$ cat config.mk
export PLATFORM = sky130hd
export DESIGN_NAME = conv_layer_scheduler
export DESIGN_NICKNAME = d
export VERILOG_FILES = /design/src/rtl/conv_layer_scheduler.sv
export SDC_FILE = /design/constraint.sdc
export NUM_CORES = 1
export LEC_CHECK = 0
export BUFFER_PORTS_ARGS = -buffer_cell sky130_fd_sc_hd__buf_2
export CAP_MARGIN = 15
export CORE_MARGIN = 2
export CORE_UTILIZATION = 37
export DETAILED_ROUTE_END_ITERATION = 16
export PLACE_DENSITY = 0.83
export SETUP_SLACK_MARGIN = 0.05
export SLEW_MARGIN = 20
export SYNTH_ARGS = -nofsm -noshare
export SYNTH_HDL_FRONTEND = slang
export SYNTH_SLANG_ARGS = --single-unit
$ cat constraint.sdc
create_clock -name clk -period 2.2 [get_ports clk]
set_clock_uncertainty 0.1 [all_clocks]
set_input_delay 0.22 -clock clk [delete_from_list [all_inputs] [get_ports clk]]
set_output_delay 0.22 -clock clk [all_outputs]
set_load 0.05 [all_outputs]
$ cat src/rtl/conv_layer_scheduler.sv
`default_nettype none
// ============================================================================
// Module      : conv_layer_scheduler
// Description : Drives the shared Conv2d datapath through NUM_LAYERS binary
//               conv layers.  For each layer it streams OC weight words from
//               weight memory into the Conv2d weight bank, holds conv_en
//               (Conv2d data_in_ready) until conv_done (data_out_ready)
//               returns, and then pulses a ping-pong image-buffer swap.
//               After the last layer it emits a one-cycle done pulse.
//
// Ports       : clk, rst        clock (rising edge), synchronous active-high reset
//               start           begin an inference pass (sampled in IDLE only)
//               busy, done, err status; done is a 1-cycle pulse, err is sticky
//               layer_idx       current layer
//               conv_en         Conv2d data_in_ready level
//               conv_done       Conv2d data_out_ready
//               wmem_rd/addr    weight memory read strobe and address
//               wmem_rdata      read data, valid one cycle after wmem_rd
//               wbank_we/idx    weight bank write strobe and slot
//               wbank_data      weight bank write data (= wmem_rdata)
//               buf_swap        1-cycle ping-pong image buffer swap
//
// Options     : `define SCHED_TIMEOUT_EN to add a RUN watchdog of TIMEOUT_CYC
//               cycles that sets err and returns to IDLE without swap/done.
//
// Revision    : 1.0 - initial release
// ============================================================================
module conv_layer_scheduler #(
    parameter int NUM_LAYERS  = 2,
    parameter int OC          = 8,
    parameter int WEIGHT_W    = 36,
    parameter int ADDR_W      = 8,
    parameter int TIMEOUT_CYC = 4096
) (
    input  logic                                                   clk,
    input  logic                                                   rst,
    input  logic                                                   start,
    output logic                                                   busy,
    output logic                                                   done,
    output logic                                                   err,
    output logic [((NUM_LAYERS > 1) ? $clog2(NUM_LAYERS) : 1)-1:0] layer_idx,
    output logic                                                   conv_en,
    input  logic                                                   conv_done,
    output logic                                                   wmem_rd,
    output logic [ADDR_W-1:0]                                      wmem_addr,
    input  logic [WEIGHT_W-1:0]                                    wmem_rdata,
    output logic                                                   wbank_we,
    output logic [((OC > 1) ? $clog2(OC) : 1)-1:0]                 wbank_idx,
    output logic [WEIGHT_W-1:0]                                    wbank_data,
    output logic                                                   buf_swap
);

    localparam int LAYER_W = (NUM_LAYERS > 1) ? $clog2(NUM_LAYERS) : 1;
    localparam int K_W     = (OC > 1) ? $clog2(OC) : 1;

    typedef enum logic [2:0] {
        S_IDLE  = 3'd0,
        S_LOAD  = 3'd1,
        S_LWAIT = 3'd2,
        S_RUN   = 3'd3,
        S_SWAP  = 3'd4,
        S_DONE  = 3'd5
    } state_t;

    state_t               r_state;
    state_t               w_state_next;

    logic [K_W-1:0]       r_k;        // load counter: slot being read this cycle
    logic [LAYER_W-1:0]   r_layer;
    logic [ADDR_W-1:0]    r_base;     // layer_idx*OC kept as a running sum
    logic                 r_we;
    logic [K_W-1:0]       r_wr_idx;

    logic                 w_k_last;
    logic                 w_layer_last;
    logic                 w_tmo;

    assign w_k_last     = (r_k == K_W'(OC - 1));
    assign w_layer_last = (r_layer == LAYER_W'(NUM_LAYERS - 1));

    // ------------------------------------------------------------------------
    // Optional RUN watchdog
    // ------------------------------------------------------------------------
`ifdef SCHED_TIMEOUT_EN
    localparam int TMO_W = $clog2(TIMEOUT_CYC + 1);

    logic [TMO_W-1:0] r_tmo_cnt;
    logic             r_err;

    // Counter is zero on the first RUN cycle, so the watchdog fires on the
    // TIMEOUT_CYC-th RUN cycle; conv_done in that same cycle still wins.
    assign w_tmo = (r_tmo_cnt == TMO_W'(TIMEOUT_CYC - 1));

    always_ff @(posedge clk) begin
        if (rst) begin
            r_tmo_cnt <= '0;
            r_err     <= 1'b0;
        end else begin
            if (r_state == S_RUN) begin
                r_tmo_cnt <= r_tmo_cnt + TMO_W'(1);
            end else begin
                r_tmo_cnt <= '0;
            end

            if (r_state == S_IDLE && start) begin
                r_err <= 1'b0;
            end else if (r_state == S_RUN && !conv_done && w_tmo) begin
                r_err <= 1'b1;
            end
        end
    end

    assign err = r_err;
`else
    // Watchdog compiled out: the condition is constant false and RUN waits
    // for conv_done indefinitely.
    assign w_tmo = (TIMEOUT_CYC < 0);
    assign err   = 1'b0;
`endif

    // ------------------------------------------------------------------------
    // State register and datapath registers
    // ------------------------------------------------------------------------
    always_ff @(posedge clk) begin
        if (rst) begin
            r_state  <= S_IDLE;
            r_k      <= '0;
            r_layer  <= '0;
            r_base   <= '0;
            r_we     <= 1'b0;
            r_wr_idx <= '0;
        end else begin
            r_state <= w_state_next;

            // Memory has one cycle of read latency, so the bank write for a
            // slot follows its read by exactly one cycle.
            r_we <= wmem_rd;
            if (wmem_rd) begin
                r_wr_idx <= r_k;
            end

            case (r_state)
                S_IDLE: begin
                    if (start) begin
                        r_k     <= '0;
                        r_layer <= '0;
                        r_base  <= '0;
                    end
                end
                S_LOAD: begin
                    r_k <= r_k + K_W'(1);
                end
                S_SWAP: begin
                    if (!w_layer_last) begin
                        r_k     <= '0;
                        r_layer <= r_layer + LAYER_W'(1);
                        r_base  <= r_base + ADDR_W'(OC);
                    end
                end
                default: begin
                end
            endcase
        end
    end

    // ------------------------------------------------------------------------
    // Next-state and control outputs
    // ------------------------------------------------------------------------
    always_comb begin
        w_state_next = r_state;
        busy         = 1'b1;
        done         = 1'b0;
        conv_en      = 1'b0;
        wmem_rd      = 1'b0;
        buf_swap     = 1'b0;

        case (r_state)
            S_IDLE: begin
                busy = 1'b0;
                if (start) begin
                    w_state_next = S_LOAD;
                end
            end
            S_LOAD: begin
                wmem_rd = 1'b1;
                if (w_k_last) begin
                    w_state_next = S_LWAIT;
                end
            end
            S_LWAIT: begin
                // Last bank write lands here; conv_en stays low so the bank
                // is never written while Conv2d is running.
                w_state_next = S_RUN;
            end
            S_RUN: begin
                conv_en = 1'b1;
                if (conv_done) begin
                    w_state_next = S_SWAP;
                end else if (w_tmo) begin
                    w_state_next = S_IDLE;
                end
            end
            S_SWAP: begin
                buf_swap = 1'b1;
                if (w_layer_last) begin
                    w_state_next = S_DONE;
                end else begin
                    w_state_next = S_LOAD;
                end
            end
            S_DONE: begin
                done         = 1'b1;
                w_state_next = S_IDLE;
            end
            default: begin
                busy         = 1'b0;
                w_state_next = S_IDLE;
            end
        endcase
    end

    assign layer_idx  = r_layer;
    assign wmem_addr  = (r_state == S_LOAD) ? (r_base + ADDR_W'(r_k)) : '0;
    assign wbank_we   = r_we;
    assign wbank_idx  = r_wr_idx;
    assign wbank_data = wmem_rdata;

endmodule
`default_nettype wire

# [Word-level counts from Yosys, hierarchy flattened]
# Cells that the tools add are included.
# Widths: inputs -> output; s select.
[word_totals] ff_bits=19 out_inout_bits=55 elab_cells=48
[classes] add_sub_neg=4 eq_ne=10 muxes=20 n_reduce_logical=8
[ops] cell="$mux 8" count=3
[ops] cell="$mux 3" count=6
[ops] cell="$pmux 8 s2" count=1
[ops] cell="$pmux 3 s5" count=1
[ops] cell="$eq 3x3->1 const B" count=3
[ops] cell="$pmux 3 s3" count=1
[ops] cell="$reduce_and 3->1" count=3
[ops] cell="$add 8x3->8" count=1
[ops] cell="$add 8x4->8 const B" count=1
[ops] cell="$ne 2x2->1 const B" count=4
[ops] cell="$mux 1" count=7
[ops] cell="$eq 3x2->1 const B" count=2
[ops] cell="$reduce_or 5->1" count=1
[ops] cell="$add 3x1->3 const B" count=1
[ops] cell="$eq 3x1->1 const B" count=1
[ops] cell="$logic_not 3->1" count=1
[ops] cell="$reduce_bool 3->1" count=1
[ops] cell="$pmux 1 s2" count=1
[ops] cell="$reduce_and 2->1" count=1
[ops] cell="$reduce_bool 2->1" count=1
[ops] cell="$add 1x1->1 const B" count=1

# [Longest topological paths before layout]
[logic_depth] depth_word=3 depth_mapped=6

# [Worst setup path before layout]
# No wires, ideal clock.
[synth_timing] path_kind="register -> output" from="reg r_state[2]" to="out wmem_addr[0]" t_arrival_ns=1.751 path_slack_ns=0.129 stages_incl_launch_ff=7 n_path_buf=1 cell_sequence="dfxtp_1 > buf_2 > nor2_1 > nand2_1 > inv_1 > nand2_1 > inv_1"
[synth_between] elab_chain_cells=2
[synth_lines] item="from (decl)" line_no="65" source="state_t r_state;"
[synth_lines] item="from (signal assigned)" line_no="133" source="r_state <= w_state_next;"
[synth_lines] item="$eq 3x1->1" line_no="223" source="assign wmem_addr = (r_state == S_LOAD) ? (r_base + ADDR_W'(r_k)) : '0;"
[synth_lines] item="$mux 8" line_no="223"
[synth_lines] item="to (decl)" line_no="45" source="output logic [ADDR_W-1:0] wmem_addr,"
# Every way passes these cells.

# [Worst setup path in the final report]
[layout_timing] from="reg r_state[2]" to="out buf_swap"
[layout_between] elab_chain_cells=2
[layout_lines] item="$eq 3x3->1" line_no="177" source="case (r_state)"
[layout_lines] item="$mux 1" line_no="177"
[layout_lines] item="to (decl)" line_no="50" source="output logic buf_swap"
# Every way passes these cells.

==> run_results.csv <==
group,metric,value,unit
critical_path,path_cells,"or3b_1 -> inv_1 -> buf_2",
timing,post_route_setup_tns,0,ns
synthesis,ys_async_sr_fraction,0,
worst_hold_path,worstHoldPathType,"input port to flip-flop",
floorplan,die_x,57.8,um
synthesis,ys_warn_count,0,
critical_path,endpoint,"buf_swap",
clocking,hold_buffers,0,
synthesis,top_post_synthesis_cells_by_count,"37 x sky130_fd_sc_hd__buf_4, 16 x sky130_fd_sc_hd__dfxtp_1, 14 x sky130_fd_sc_hd__a21oi_1",
placed_design,place.detailed.instances,152,
floorplan,area_of_the_die,3340,um2
final_layout,multi_input_comb_area,424,um2
synthesis,netlist_top_cells_area,"sky130_fd_sc_hd__dfxtp_1 30%, sky130_fd_sc_hd__buf_4 26%, sky130_fd_sc_hd__a21oi_1 6.5%, sky130_fd_sc_hd__nand2_1 4.6%, sky130_fd_sc_hd__nor2_1 4.6%",
critical_path,reg2reg_depth,3,
final_layout,finish.cell_count_without_fillers,156,
final_layout,antenna_cells,0,
placed_design,port_bufs,21,
clocking,cts_post_setup_buffers_inserted,0,
final_layout,seq_area,320,um2
critical_path,critical_path.endpoint_type,"primary output",
clocking,htreeDepth,1,
synthesis,synth_cell_type_count,28,
critical_path,cp_data_required_time,1.88,ns
pwr,ir_worst_vdd,0.240,mV
global_routing,globalRoute.totalOverflow,0,
placed_design,globalplace.congestion,0.772,
job,max_cap_viols,0,
synthesis,syn-num-nets,184,
final_layout,nNetsFinal,169,
critical_path,path_max_fanout,12,
critical_path,setup.worst_path.start_class,"flip-flop",
synthesis,postSynth.topFlopCell,"sky130_fd_sc_hd__dfxtp_1",
synthesis,syn_area,1070,um2
timing,final.setup.worst_slack,0.136,ns
clocking,clkLatencyLatePin,0.29,ns
drt,num_vias,772,
floorplan,initial_core_util,0.388,
critical_path,crit_path_max_incr_delay,0.55,ns
clocking,worst_setup_hold_path_clk_slew,0.10,ns
pwr,power_density,620,nW/um2
pwr,p_leak,0.501,nW
critical_path,critical_path_buf_inv_count,2,
timing,report.final.setup_viol,0,
synthesis,post-synth-top-count-cell,"sky130_fd_sc_hd__buf_4",
critical_path,terminus_of_the_critical_flop_to_flop_path,"r_base[6]",
clocking,cts.sinks,16,
drt,drtIter0Drc,16,
global_routing,grt_first_pass_wirelength,2.97,mm
final_layout,finalInstanceArea,955,um2
placed_design,hpwl_after_detailed_placement,1.33,mm
critical_path,crit_cells,3,
synthesis,edff_count_synth,0,
timing,maxClockFrequency,485,MHz
drt,ant_nets,0,
pwr,p_total,0.592,mW
synthesis,synth_top_area_frac,0.299,
critical_path,regToRegSetupSlack,0.33,ns
final_layout,syn_to_final_growth,-10.9,%
timing,post-route-period-util,0.938,
global_routing,number_of_global_route_vias_before_repair,723,
placed_design,placed_cell_area,916,um2
critical_path,worstSetupPathType,"flip-flop to primary output",
placed_design,worst_slack_placed,0.405,ns
drt,post-route-drc-count,0,
global_routing,grt_usage,0.113,
critical_path,cp_data_arrival_time,1.74,ns
critical_path,worstReg2RegStart,"r_state[2]",
floorplan,num_io_pins,95,
timing,rsz0062_at_grt,"yes",
global_routing,grt_start_max_net_pins,16,
critical_path,slowest_stage_cell_on_the_critical_path,"sky130_fd_sc_hd__dfxtp_1",
drt,drtPass1Iterations,4,
floorplan,placementRows,19,
critical_path,critical-path-top-delay-family,"flip-flops",
timing,period_needed,2.06,ns
synthesis,synth_area_per_cell,7.60,um2
floorplan,design.core.area,2760,um2
synthesis,synth_area_leader_cell,"sky130_fd_sc_hd__dfxtp_1",
clocking,cts_buffers,3,
timing,finalMaxSlewViolations,0,
clocking,cts_root_buffer,"sky130_fd_sc_hd__clkbuf_4",
drt,via_per_inst,4.95,
floorplan,chipHeight,57.8,um
global_routing,grt_antenna_before_repair,0,
final_layout,drive_gt1_frac,0.240,
clocking,tritoncts_clock_tree,"built",
final_layout,fillerInstances,294,
synthesis,ys_ff_latch,16,
synthesis,post_synth_inst_count,141,
timing,max_slew.worst_pin.slew,0.597,ns
drt,drt-wirelength-per-cell,11.9,um
outcome,result_of_the_run,"completed",
clocking,clock_tree.buffer_depth,2,
timing,relSlewSlack,0.599,
clocking,post_cts.resized_instances,0,
timing,finalHoldViolCount,0,
critical_path,setup.worst_path.start,"r_state[2]",
synthesis,synth_seq_area_share,0.299,
drt,routed_wl,1.86,mm
-- sequential cells by signal, summed over array words and instances, names as in the netlist --
signal and flops:
r_base 5, r_k 3, r_state 3, wbank_idx 3, layer_idx 1, wbank_we 1
-- power breakdown --
part	switching (mW)	total, mW	internal (mW)
logic	0.0653	0.0884	0.0231
registers	0.0114	0.309	0.297
clock network	0.0940	0.195	0.101
-- worst min-delay path by stage --
| stage | start | endpoint | cells after the start |
|---|---|---|---|
| finish | conv_done | r_state[2] | 3 |
| global route | conv_done | r_state[2] | 3 |
| CTS | conv_done | r_state[2] | 3 |
| detailed placement | wmem_rdata[10] | wbank_data[10] | 0 |
| global placement | wmem_rdata[10] | wbank_data[10] | 0 |
| floorplan | rst | r_base[6] | 1 |
-- cell families (layout without fill, tap and decap cells) --
| logic type | Yosys count | count (layout) | synth area share |
|---|---|---|---|
| buffers and inverters | 48 | 32 | 0.307 |
| muxes | 1 | 1 | 0.00935 |
| other | 1 | 1 | 0.00350 |
| adders and majority gates | 3 | 3 | 0.0351 |
| AOI/OAI and AO/OA | 23 | 23 | 0.119 |
| DFF | 16 | 16 | 0.299 |
| and+or+nand+nor | 49 | 49 | 0.227 |
-- through the flow --
stage,utilization,hold slack (ns)
after detailed placement,0.332,0.340
after floorplan,-,0.189
final,0.346,0.118
after CTS,0.345,0.117
after global routing,0.346,0.117
after global placement,0.332,0.340
-- layout make-up --
type	count	share of cell area
flip-flops and latches	16	0.336
well taps	31	0.0406
repair buffers	22	0.118
inverters	6	0.0236
clock buffers	4	0.0380
multi-input cells	77	0.444
-- layer usage --
| layer | track usage | up-vias | part of all wire |
|---|---|---|---|
| li1 | - | 396 | - |
| met1 | 0.133 | 358 | 0.44 |
| met2 | 0.175 | 14 | 0.47 |
| met3 | 0.0313 | 4 | 0.079 |
| met4 | 0.0831 | 0 | 0.0043 |
| met5 | 0 | - | 0 |
-- placed cells by master, fill, tap and decap left out --
cell type	synthesis	final
sky130_fd_sc_hd__or4_1	2	2
sky130_fd_sc_hd__nand2b_1	1	1
sky130_fd_sc_hd__clkbuf_4	0	3
sky130_fd_sc_hd__nor4_1	1	1
sky130_fd_sc_hd__a21oi_1	14	14
sky130_fd_sc_hd__or3b_1	1	1
sky130_fd_sc_hd__and3_1	5	5
sky130_fd_sc_hd__clkbuf_8	0	1
sky130_fd_sc_hd__and2b_2	2	2
sky130_fd_sc_hd__nor3_1	3	3
sky130_fd_sc_hd__nor2_2	0	1
sky130_fd_sc_hd__buf_4	37	1
sky130_fd_sc_hd__nand3_1	5	5
sky130_fd_sc_hd__nand2_1	13	13
sky130_fd_sc_hd__conb_1	1	1
sky130_fd_sc_hd__a22oi_1	2	2
sky130_fd_sc_hd__inv_1	6	6
sky130_fd_sc_hd__nor2_1	13	12
sky130_fd_sc_hd__o21ai_0	3	3
sky130_fd_sc_hd__o21ai_1	1	1
sky130_fd_sc_hd__and3_2	1	1
sky130_fd_sc_hd__nor2b_1	2	2
sky130_fd_sc_hd__buf_2	1	21
sky130_fd_sc_hd__a21o_1	2	2
sky130_fd_sc_hd__ha_1	3	3
sky130_fd_sc_hd__dfxtp_1	16	16
sky130_fd_sc_hd__a211oi_1	1	1
sky130_fd_sc_hd__mux2i_1	1	1
-- worst min-delay path, stage by stage --
cell and delay [ns]:
sky130_fd_sc_hd__buf_2 0.10, sky130_fd_sc_hd__a22oi_1 0.06, sky130_fd_sc_hd__nor2_1 0.09
Note: power is estimated with default switching activity, not from simulation.
